**config.mk**
```make
export PLATFORM = sky130hd
export DESIGN_NAME = seg_scan_controller
export DESIGN_NICKNAME = d
export VERILOG_FILES = /design/src/rtl/seg_scan_controller.sv
export SDC_FILE = /design/constraint.sdc
export NUM_CORES = 1
export LEC_CHECK = 0
export CAP_MARGIN = 15
export CORE_UTILIZATION = 35
export CTS_BUF_LIST = sky130_fd_sc_hd__clkbuf_8
export CTS_CLUSTER_SIZE = 8
export DETAILED_ROUTE_END_ITERATION = 7
export PLACE_DENSITY = 0.61
export SLEW_MARGIN = 10
export SYNTH_ARGS = -nofsm -noshare
export SYNTH_HDL_FRONTEND = slang
export SYNTH_SLANG_ARGS = --single-unit
```
**constraint.sdc**
```tcl
create_clock -name clk -period 1.93 [get_ports clk]
set_input_delay 0.386 -clock clk [delete_from_list [all_inputs] [get_ports clk]]
set_output_delay 0.386 -clock clk [all_outputs]
set_load 0.03 [all_outputs]
```
**src/rtl/seg_scan_controller.sv**
```systemverilog
// seg_scan_controller: time-multiplexes one shared hex-to-seven-segment
// decoder across NUM_DIGITS common-anode digits. Each digit slot is a blanking
// gap (all anodes off, next nibble already presented to the decoder) followed
// by a drive window. Display values are double-buffered and swap only on the
// frame wrap, so a frame never mixes old and new digits.
// Optional build macro: LEADING_ZERO_SUPPRESS_EN (blank leading zero digits).
module seg_scan_controller #(
  parameter int NUM_DIGITS     = 4,
  parameter int REFRESH_CYCLES = 100000,
  parameter int BLANK_CYCLES   = 1000
) (
  input  logic                          clk,
  input  logic                          reset,
  input  logic [4*NUM_DIGITS-1:0]       value_in,
  input  logic                          load,
  input  logic [NUM_DIGITS-1:0]         digit_en,
  output logic [3:0]                    number,
  output logic [NUM_DIGITS-1:0]         anode,
  output logic [$clog2(NUM_DIGITS)-1:0] digit_idx,
  output logic                          frame_done
);

  localparam int IDX_W = $clog2(NUM_DIGITS);
  localparam int MAX_C = (REFRESH_CYCLES > BLANK_CYCLES) ? REFRESH_CYCLES : BLANK_CYCLES;
  localparam int CNT_W = $clog2(MAX_C + 1);

  // Terminal counts; a zero-length blank is never entered so its value is moot.
  localparam logic [CNT_W-1:0] DRIVE_LAST = CNT_W'(REFRESH_CYCLES - 1);
  localparam logic [CNT_W-1:0] BLANK_LAST = (BLANK_CYCLES > 0) ? CNT_W'(BLANK_CYCLES - 1) : '0;
  localparam logic [IDX_W-1:0] LAST_IDX   = IDX_W'(NUM_DIGITS - 1);

  typedef enum logic [0:0] {
    ST_BLANK = 1'b0,
    ST_DRIVE = 1'b1
  } state_t;

  state_t                  state_r;
  logic [CNT_W-1:0]        cnt_r;
  logic [4*NUM_DIGITS-1:0] active_r;
  logic [4*NUM_DIGITS-1:0] pending_r;
  logic                    pending_valid_r;

  state_t                  state_nxt_s;
  logic [CNT_W-1:0]        cnt_nxt_s;
  logic [IDX_W-1:0]        idx_nxt_s;
  logic                    wrap_s;
  logic [4*NUM_DIGITS-1:0] active_nxt_s;
  logic [4*NUM_DIGITS-1:0] pending_nxt_s;
  logic                    pending_valid_nxt_s;
  logic [NUM_DIGITS-1:0]   anode_nxt_s;
  logic [3:0]              number_nxt_s;

`ifdef LEADING_ZERO_SUPPRESS_EN
  // True when this digit and every more-significant digit are zero, except
  // digit 0, which always shows so a zero value still displays "0".
  function automatic logic lead_zero(input logic [4*NUM_DIGITS-1:0] v,
                                     input logic [IDX_W-1:0]        idx);
    logic all_zero;
    all_zero = 1'b1;
    for (int i = 0; i < NUM_DIGITS; i++) begin
      if ((i >= int'(idx)) && (v[4*i +: 4] != 4'h0)) begin
        all_zero = 1'b0;
      end else begin
        all_zero = all_zero;
      end
    end
    return all_zero && (idx != '0);
  endfunction
`endif

  // Next-state: slot timing, digit advance, buffer swap and the output image.
  always_comb begin
    state_nxt_s         = state_r;
    cnt_nxt_s           = cnt_r + CNT_W'(1);
    idx_nxt_s           = digit_idx;
    wrap_s              = 1'b0;
    active_nxt_s        = active_r;
    pending_nxt_s       = pending_r;
    pending_valid_nxt_s = pending_valid_r;

    case (state_r)
      ST_BLANK: begin
        if (cnt_r == BLANK_LAST) begin
          state_nxt_s = ST_DRIVE;
          cnt_nxt_s   = '0;
        end else begin
          state_nxt_s = ST_BLANK;
        end
      end
      ST_DRIVE: begin
        if (cnt_r == DRIVE_LAST) begin
          cnt_nxt_s   = '0;
          wrap_s      = (digit_idx == LAST_IDX);
          idx_nxt_s   = (digit_idx == LAST_IDX) ? '0 : digit_idx + IDX_W'(1);
          state_nxt_s = (BLANK_CYCLES == 0) ? ST_DRIVE : ST_BLANK;
        end else begin
          state_nxt_s = ST_DRIVE;
        end
      end
      default: begin
        state_nxt_s = ST_BLANK;
        cnt_nxt_s   = '0;
      end
    endcase

    // Last load in a frame wins; it waits in pending until the wrap.
    if (load) begin
      pending_nxt_s       = value_in;
      pending_valid_nxt_s = 1'b1;
    end else begin
      pending_nxt_s       = pending_r;
    end

    // On the wrap a same-edge load goes straight to active.
    if (wrap_s) begin
      pending_valid_nxt_s = 1'b0;
      if (load) begin
        active_nxt_s = value_in;
      end else if (pending_valid_r) begin
        active_nxt_s = pending_r;
      end else begin
        active_nxt_s = active_r;
      end
    end else begin
      active_nxt_s = active_r;
    end

    // Nibble is presented during blank too so the decoder settles early.
    number_nxt_s = active_nxt_s[{idx_nxt_s, 2'b00} +: 4];

    anode_nxt_s = '1;
    if (state_nxt_s == ST_DRIVE) begin
`ifdef LEADING_ZERO_SUPPRESS_EN
      anode_nxt_s[idx_nxt_s] = ~digit_en[idx_nxt_s] | lead_zero(active_nxt_s, idx_nxt_s);
`else
      anode_nxt_s[idx_nxt_s] = ~digit_en[idx_nxt_s];
`endif
    end else begin
      anode_nxt_s = '1;
    end
  end

  // Scan FSM state, buffers and registered display outputs.
  always_ff @(posedge clk) begin
    if (reset) begin
      state_r         <= ST_BLANK;
      cnt_r           <= '0;
      digit_idx       <= '0;
      active_r        <= '0;
      pending_r       <= '0;
      pending_valid_r <= 1'b0;
      anode           <= '1;
      number          <= 4'h0;
      frame_done      <= 1'b0;
    end else begin
      state_r         <= state_nxt_s;
      cnt_r           <= cnt_nxt_s;
      digit_idx       <= idx_nxt_s;
      active_r        <= active_nxt_s;
      pending_r       <= pending_nxt_s;
      pending_valid_r <= pending_valid_nxt_s;
      anode           <= anode_nxt_s;
      number          <= number_nxt_s;
      frame_done      <= wrap_s;
    end
  end

endmodule

```
==> qor.csv, run 1 <==
metric,value,unit
status,finished with violations,
failing checks,setup timing,
ys flop type,dfxtp_1,
Syn Area/Cell,9.59,µm²
post-route cell area,4310,µm²
HP Class,flop to flop,
Crit path required time,2.17,ns
dpl cells,452,
critical setup path kind,flop to flop,
DP Wirelength,4680,µm
flop and latch count out of synthesis,62,
Die Ht,91.7,µm
fin crit period,2.07,ns
CTS Buf Count,9,
maximum vdd drop,0.451,mV
Bufs on Longest Clock Path,2,
Vias/cell,5.17,
RSZ-0062 raised after global routing,true,
"Arr. time, crit path",2.31,ns
kind of end point of the critical path,flop,
drt drc,0,
Post-synth EDFFs,0,
Final WS setup,-0.140,ns
worst path cell trace,nor4_4 > nand4_4 > buf_12 > buf_16 > nor4_2 > o21bai_1 > o221ai_2 > mux2i_1 > a22o_1,
FMAX,483,MHz
cell row count,32,
Async SR Flop Fraction,0,%
largest net degree at the start of global routing,19,
register area share after synthesis,44.0,%
cell count after synthesis,294,
via count,2499,
PortBufs,33,
Synth area leaders,"dfxtp_1 (44%), nor2_1 (9.5%), mux2i_1 (8.9%)",
Post-Syn Area,2820,µm²
Storage cell area,1250,µm²
Die Area,8420,µm²
core area,7770,µm²
Synth top area share,44.0,%
Max-slew headroom,38.9,%
initial antenna violation count,0,
Multi-input gate area,1740,µm²
largest area contributor in the synthesized netlist,dfxtp_1,
num ports,34,
Worst-Skew Late Latency,0.34,ns
Avg WL per Cell,15.4,µm
Yosys warning total,0,
post-synthesis cell type count,41,
Commonest cells post-synth,"nor2_1 (71), dfxtp_1 (62), mux2i_1 (25), nor4_1 (16), o21bai_1 (16)",
CP startpoint kind,flop,
vias in the first global route,2463,
Root Driver,clkbuf_8,
Total GRT Usage,18.7,%
first-pass GRT wire length,12200,µm
top-count cell post-synth,nor2_1,
Layout Skew,0.0108,ns
Setup-failing EPs final,8,
crit-path max FO,5,
n_diodes,0,
1st-iter DRT viols,172,
leakage,1.71,nW
"slowest stage cell, crit path",dfxtp_4,
total gr overflow,0,
Final GP Congestion,0.768,
H-tree levels,3,
syn_nets,319,
Clock Pin Slew Worst Setup and Hold Paths,0.08,ns
layout cells sized above 1,32.8,%
DR pass1 iterations,4,
"Slew Viols, Final",0,
count of hold-fix buffers inserted at cts,0,
Die Wd,91.7,µm
worst slew pin tran,0.915,ns
Tcrit/Tclk final,107,%
CP max stage delay,0.36,ns
pwr dens,685,nW/µm²
CTS tree,yes,
Layout area overhead,52.9,%
max_cap viols,0,
final hold vios,0,
Placed Area,3600,µm²
Sink Count,62,
post-route ant nets,0,
final wirelength,7430,µm
Non-Filler Instances,483,
Starting Density,36.3,%
Filler Cell Count,687,
Nets,401,
[flip-flops by register name, indices dropped and copies added, names as in the netlist]
signal	count
pending_valid_r	1
state_r	1
number	4
digit_idx	2
pending_r	16
cnt_r	17
frame_done	1
active_r	16
anode	4
[layout by cell type (no fill, tap or decap), types with 5 or more instances in the layout]
cell	n
buf_12	6
buf_4	42
buf_6	5
nor2_1	66
nor4_2	7
nand3_1	6
clkbuf_8	10
o21bai_1	15
clkdlybuf4s50_1	33
dfxtp_1	56
dfxtp_2	5
xor2_1	9
nor4_4	6
nand4_1	5
o221ai_2	13
nand2_1	6
mux2i_1	25
[cells by family after synthesis]
group / count (synthesis) / synth area share (%)
AO/OA/AOI/OAI: 42 / 13.9
XOR/XNOR: 13 / 4.04
adder cells (fa/ha/maj): 2 / 0.888
buffers and inverters: 23 / 4.35
flip-flops: 62 / 44.0
multiplexers: 27 / 10.1
AND/OR/NAND/NOR: 125 / 22.7
[worst paths after layout]
check	cells after the start	endpoint	from	slack, ns
max reg2reg	9	number[2]	cnt_r[14]	-0.14
min	2	pending_r[4]	pending_r[4]	0.50
max	9	number[2]	cnt_r[14]	-0.14
min reg2reg	2	pending_r[4]	pending_r[4]	0.50
[critical path: cells and delay by family (launching register included)]
kind	cells	cell delay [ns]
AO/OA/AOI/OAI	3	0.40
flip-flops	1	0.36
multiplexers	1	0.10
buffers and inverters	2	0.34
AND/OR/NAND/NOR	3	0.76
[power by group]
part / total [W] / switching [W] / leakage, nW / internal (W)
Clock: 0.00140 / 0.000509 / 0.124 / 0.000890
Sequential: 0.00133 / 0.0000213 / 0.506 / 0.00131
Combinational: 0.000226 / 0.000115 / 1.08 / 0.000111
Total: 0.00295 / 0.000645 / 1.71 / 0.00231
[per-layer routing]
layer | vias up | track usage, % | share of wire [%] | routed length, µm
li1 | 1228 | - | - | -
met5 | - | 0 | 0 | 0
met1 | 1208 | 23.5 | 45 | 3340
met4 | 0 | 6.90 | 1.5 | 115
met2 | 52 | 30.1 | 49 | 3650
met3 | 11 | 5.56 | 4.5 | 336
[cell type report]
| cell class | count | area share (%) |
|---|---|---|
| multi-input combinational | 209 | 40.3 |
| sequential | 62 | 29.0 |
| timing repair buffer | 90 | 21.6 |
| clock buffer | 10 | 3.19 |
| tap | 102 | 2.96 |
| clock inverter | 6 | 2.55 |
| inverter | 4 | 0.406 |
[stage by stage]
| step | setup slack, ns | setup TNS, ns | hold WS [ns] | utilization [%] | power, W |
|---|---|---|---|---|---|
| 2_1_floorplan | 0.00866 | 0 | 0.408 | - | 0.00146 |
| 3_5_place_dp | -0.114 | -0.369 | 0.490 | 46.3 | 0.00156 |
| 3_3_place_gp | -0.0550 | -0.165 | 0.475 | 46.3 | 0.00156 |
| 6_report | -0.140 | -0.636 | 0.505 | 55.5 | 0.00295 |
| 5_1_grt | -0.269 | -2.11 | 0.522 | 55.5 | 0.00306 |
| 4_1_cts | -0.112 | -0.407 | 0.505 | 52.8 | 0.00297 |
[repair_timing]
item                       4_1_cts  5_1_grt
pin swaps                        7       19
setup endpoints to repair        4       22
gates resized for setup         22       27
buffers inserted                 6        5
cloned                           3        1
Power figures use the tool's default switching activity.
==> run 2: changes to the inputs <==
--- a/config.mk
+++ b/config.mk
@@ -11,6 +11,7 @@
 export CTS_CLUSTER_SIZE = 8
 export DETAILED_ROUTE_END_ITERATION = 7
 export PLACE_DENSITY = 0.61
+export SKIP_LAST_GASP = 1
 export SLEW_MARGIN = 10
 export SYNTH_ARGS = -nofsm -noshare
 export SYNTH_HDL_FRONTEND = slang
==> run 2 against run 1 <==
The run still ends with setup timing left. Power rose by 0.18%. Clock power barely moved. Routed wire length rose by 0.17%. Clock skew barely moved. Worst hold slack got worse by 0.0019 ns. Sequential share of layout area barely moved. Via count fell by 1.1%. Critical endpoint unchanged.
==> qor.csv, run 2 (synthesis gave the netlist of run 1 again) <==
metric,value,unit
Top Registers,"cnt_r x17, active_r x16, pending_r x16",
Setup-failing EPs final,6,
Total GRT Usage,18.7,%
final wirelength,7450,µm
Tcrit/Tclk final,108,%
Crit path required time,2.17,ns
Filler Cell Count,694,
total gr overflow,0,
Layout area overhead,53.0,%
CTS Buf Count,9,
count of hold-fix buffers inserted at cts,0,
Die Area,8420,µm²
maximum vdd drop,0.451,mV
max_cap viols,0,
via count,2471,
Worst-Skew Late Latency,0.34,ns
layout cells sized above 1,32.1,%
dpl cells,452,
crit-path max FO,5,
num ports,34,
sequential power share,44.9,%
largest net degree at the start of global routing,19,
kind of end point of the critical path,flop,
Max-slew headroom,37.7,%
Root Driver,clkbuf_8,
leakage,1.71,nW
Logic pwr share,7.6,%
failing checks,setup timing,
Net Sw Frac,22.0,%
pwr dens,685,nW/µm²
Final WS setup,-0.155,ns
Starting Density,36.3,%
H-tree levels,3,
cell row count,32,
Multi-input gate area,1740,µm²
Vias/cell,5.13,
critical setup path kind,flop to flop,
Avg WL per Cell,15.5,µm
Die Wd,91.7,µm
total power,0.00296,W
CTS tree,yes,
Largest Register,cnt_r,
"most common cell after layout, fill and taps aside",nor2_1,
initial antenna violation count,0,
Power Internal,0.00231,W
clock share of power,47.5,%
Layout Skew,0.0112,ns
Storage cell area,1250,µm²
max reg flops,17,
drt drc,0,
DP Wirelength,4680,µm
"Slew Viols, Final",0,
Bufs on Longest Clock Path,2,
core area,7770,µm²
Clock Pin Slew Worst Setup and Hold Paths,0.08,ns
Nets,400,
FMAX,480,MHz
final hold vios,0,
CP startpoint kind,flop,
status,finished with violations,
fin crit period,2.09,ns
n_diodes,0,
Final GP Congestion,0.768,
first-pass GRT wire length,12100,µm
PortBufs,33,
RSZ-0062 raised after global routing,true,
"commonest cells after routing, fill and taps aside","nor2_1 (67), dfxtp_1 (56), buf_4 (40)",
P_sw,0.000651,W
Die Ht,91.7,µm
HP Class,flop to flop,
vias in the first global route,2471,
DR pass1 iterations,4,
post-route ant nets,0,
Sink Count,62,
worst slew pin tran,0.933,ns
"Arr. time, crit path",2.33,ns
Non-Filler Instances,482,
1st-iter DRT viols,139,
## run 2: metrics by stage
| step | utilization [%] | setup TNS (ns) | cell area [µm²] | hold WS, ns | setup WS (ns) |
|---|---|---|---|---|---|
| after floorplan | - | 0 | 2870 | 0.408 | 0.00866 |
| after global placement | 46.3 | -0.165 | 3600 | 0.475 | -0.0550 |
| after detailed placement | 46.3 | -0.369 | 3600 | 0.490 | -0.114 |
| after CTS | 52.7 | -0.414 | 4090 | 0.505 | -0.114 |
| after global routing | 55.5 | -1.97 | 4310 | 0.522 | -0.271 |
| final | 55.5 | -0.633 | 4310 | 0.503 | -0.155 |
## run 2: layout make-up
type	count	area share [%]
clock buffer	10	3.19
sequential	62	29.0
clock inverter	6	2.55
timing repair buffer	89	21.5
inverter	4	0.406
multi-input combinational	209	40.4
tap	102	2.96
## run 2: power groups by stage
stage	clock, W	combinational [W]	sequential (W)
global route	0.00149	0.000247	0.00133
detailed placement	0	0.000210	0.00135
global placement	0	0.000207	0.00135
finish	0.00140	0.000226	0.00133
CTS	0.00143	0.000217	0.00132
floorplan	0	0.000112	0.00135
## run 2: worst max-delay path, cell delays in order, from the launching register on
cell      delay (ns)
dfxtp_4         0.36
nor4_4          0.35
nand4_4         0.21
buf_12          0.20
buf_16          0.14
nor4_2          0.20
o21bai_1        0.11
o221ai_2        0.09
mux2i_1         0.11
a22o_1          0.21
## run 2: worst paths after layout
| kind | start | end | slack (ns) | cells past startpoint |
|---|---|---|---|---|
| max | cnt_r[14] | number[2] | -0.16 | 9 |
| min | pending_r[4] | pending_r[4] | 0.50 | 2 |
| max reg2reg | cnt_r[14] | number[2] | -0.16 | 9 |
| min reg2reg | pending_r[4] | pending_r[4] | 0.50 | 2 |
## run 2: routing by layer
| layer | global-route usage, % | wire length, µm | vias to the layer above |
|---|---|---|---|
| met1 | 23.3 | 3330 | 1178 |
| met3 | 5.64 | 337 | 8 |
| met5 | 0 | 0 | - |
| met4 | 7.03 | 104 | 0 |
| met2 | 30.3 | 3680 | 55 |
| li1 | - | - | 1230 |
## run 2: timing repair
item / 4_1_cts / 5_1_grt
setup buffers: 6 / 4
gates cloned: 3 / 1
setup endpoints to repair: 4 / 22
gates resized for setup: 21 / 29
pin swaps: 7 / 20
==> run 3: changes to the inputs <==
--- a/config.mk
+++ b/config.mk
@@ -6,11 +6,11 @@
 export NUM_CORES = 1
 export LEC_CHECK = 0
 export CAP_MARGIN = 15
+export CORE_MARGIN = 8
 export CORE_UTILIZATION = 35
 export CTS_BUF_LIST = sky130_fd_sc_hd__clkbuf_8
 export CTS_CLUSTER_SIZE = 8
 export DETAILED_ROUTE_END_ITERATION = 7
-export PLACE_DENSITY = 0.61
 export SKIP_LAST_GASP = 1
 export SLEW_MARGIN = 10
 export SYNTH_ARGS = -nofsm -noshare
==> run 3 against run 2 <==
The run still ends with setup timing left. First-iteration DRC count shrank 65%. Maximum frequency grew 6.2%. Combinational power about the same. Sequential share of layout area grew 1.4 points. Routed wire length is 4.2% lower. Critical path depth is 1 lower. Worst hold slack got worse by 0.0083 ns. Final area is 5.0% lower. Worst setup slack gained 0.12 ns. Highest routed layer unchanged.
==> qor.csv, run 3 (synthesis gave the netlist of run 1 again) <==
metric,value,unit
kind of end point of the critical path,flop,
Clock Pin Slew Worst Setup and Hold Paths,0.07,ns
Avg WL per Cell,15.2,µm
crit-path max FO,8,
fin crit period,1.96,ns
Max-slew headroom,45.8,%
Setup-failing EPs final,3,
worst hold path endpoint,pending_r[8],
pwr dens,687,nW/µm²
largest net degree at the start of global routing,35,
CTS tree,yes,
max_cap viols,0,
Tcrit/Tclk final,102,%
failing checks,setup timing,
Non-Filler Instances,468,
Die Area,11200,µm²
Net Sw Frac,21.7,%
r2r endpoint,number[2],
Starting Density,36.3,%
max reg flops,17,
CP startpoint kind,flop,
"commonest cells after routing, fill and taps aside","nor2_1 (69), dfxtp_1 (58), buf_4 (35)",
Filler Cell Count,721,
first-pass GRT wire length,12000,µm
wire length on met1,3130,µm
critical setup path kind,flop to flop,
Die Wd,106,µm
"Arr. time, crit path",2.20,ns
Nets,387,
maximum vdd drop,0.432,mV
Hold Path Origin,pending_r[8],
Final GP Congestion,0.753,
total gr overflow,0,
CTS Buf Count,9,
Register-to-Register Path Depth,8,
Power Internal,0.00220,W
"most common cell after layout, fill and taps aside",nor2_1,
Largest Register,cnt_r,
Bufs on Longest Clock Path,2,
Sink Count,62,
n_diodes,0,
layout cells sized above 1,29.5,%
Final WS setup,-0.0339,ns
met2 wire len,3610,µm
Root Driver,clkbuf_8,
initial antenna violation count,0,
DP Wirelength,4810,µm
hold path cells,2,
"Slew Viols, Final",0,
Vias/cell,5.06,
P_sw,0.000611,W
dpl cells,451,
Layout Skew,0.0113,ns
vias in the first global route,2543,
status,finished with violations,
final wirelength,7130,µm
core area,7770,µm²
post-route cell area,4100,µm²
Placed Area,3590,µm²
worst r2r src,cnt_r[14],
met3 WL,324,µm
worst slew pin tran,0.812,ns
via count,2369,
FF-to-FF setup slack,-0.03,ns
Worst-Skew Late Latency,0.33,ns
HP Class,flop to flop,
Top Registers,"cnt_r x17, active_r x16, pending_r x16",
FMAX,509,MHz
Total GRT Usage,13.2,%
Logic pwr share,8.1,%
Layout area overhead,45.4,%
RSZ-0062 raised after global routing,true,
Crit path required time,2.16,ns
leakage,1.60,nW
H-tree levels,3,
clock share of power,44.9,%
top sig layer,met4,
1st-iter DRT viols,48,
Die Ht,106,µm
final hold vios,0,
cell row count,32,
drt drc,0,
sequential power share,47.0,%
DR pass1 iterations,4,
PortBufs,33,
post-route ant nets,0,
num ports,34,
-- run 3: layer usage --
| metal | GRT usage [%] | vias up |
|---|---|---|
| met1 | 14.7 | 1124 |
| met4 | 4.42 | 0 |
| met2 | 22.9 | 34 |
| li1 | - | 1205 |
| met3 | 4.45 | 6 |
| met5 | 0 | - |
-- run 3: per-stage QoR --
step                      setup WS [ns]  utilization (%)  hold slack (ns)  TNS, ns  power [W]
after floorplan                 0.00866                -            0.408        0    0.00146
after global placement          -0.0171             46.2            0.477  -0.0210    0.00156
after detailed placement         -0.105             46.2            0.486   -0.261    0.00156
after CTS                       -0.0494             49.6            0.503   -0.142    0.00284
after global routing             -0.101             52.8            0.519   -0.397    0.00294
final                           -0.0339             52.8            0.495  -0.0721    0.00281
-- run 3: worst max path at each step --
stage,slack (ns),from,end,cells past startpoint
after detailed placement,-0.11,cnt_r[1],number[3],9
after CTS,-0.05,cnt_r[1],number[2],9
final,-0.03,cnt_r[14],number[2],8
after floorplan,0.009,cnt_r[1],number[2],10
after global routing,-0.10,cnt_r[14],number[3],8
after global placement,-0.02,cnt_r[1],number[2],9
-- run 3: final cells by class --
cell class	count	area, µm²	share of cell area, %
clock buffer	11	151	3.69
sequential	62	1250	30.4
multi-input combinational	209	1740	42.4
timing repair buffer	76	748	18.3
inverter	4	17.5	0.427
tap	102	128	3.11
clock inverter	4	70.1	1.71
-- run 3: repair_timing --
item                                    in CTS  in global routing
buffers inserted                             0                  1
hold buffers                                 0                  0
pin swaps                                    0                  7
gates cloned                                 0                  1
endpoints found under the setup margin       4                 11
gates resized for setup                      7                 33
-- run 3: power groups by stage --
stage | clock, W | combinational [W] | sequential [W]
floorplan | 0 | 0.000112 | 0.00135
global placement | 0 | 0.000208 | 0.00135
detailed placement | 0 | 0.000210 | 0.00135
CTS | 0.00130 | 0.000214 | 0.00132
global route | 0.00136 | 0.000249 | 0.00133
finish | 0.00126 | 0.000227 | 0.00132
-- run 3: worst max-delay path, cell delays in order, from the launching register on --
cell and delay, ns:
dfxtp_2 0.34, nor4_4 0.36, nand4_4 0.19, inv_4 0.12, nand4_4 0.14, buf_12 0.19, o221ai_2 0.19, mux2i_1 0.13
a22o_1 0.21
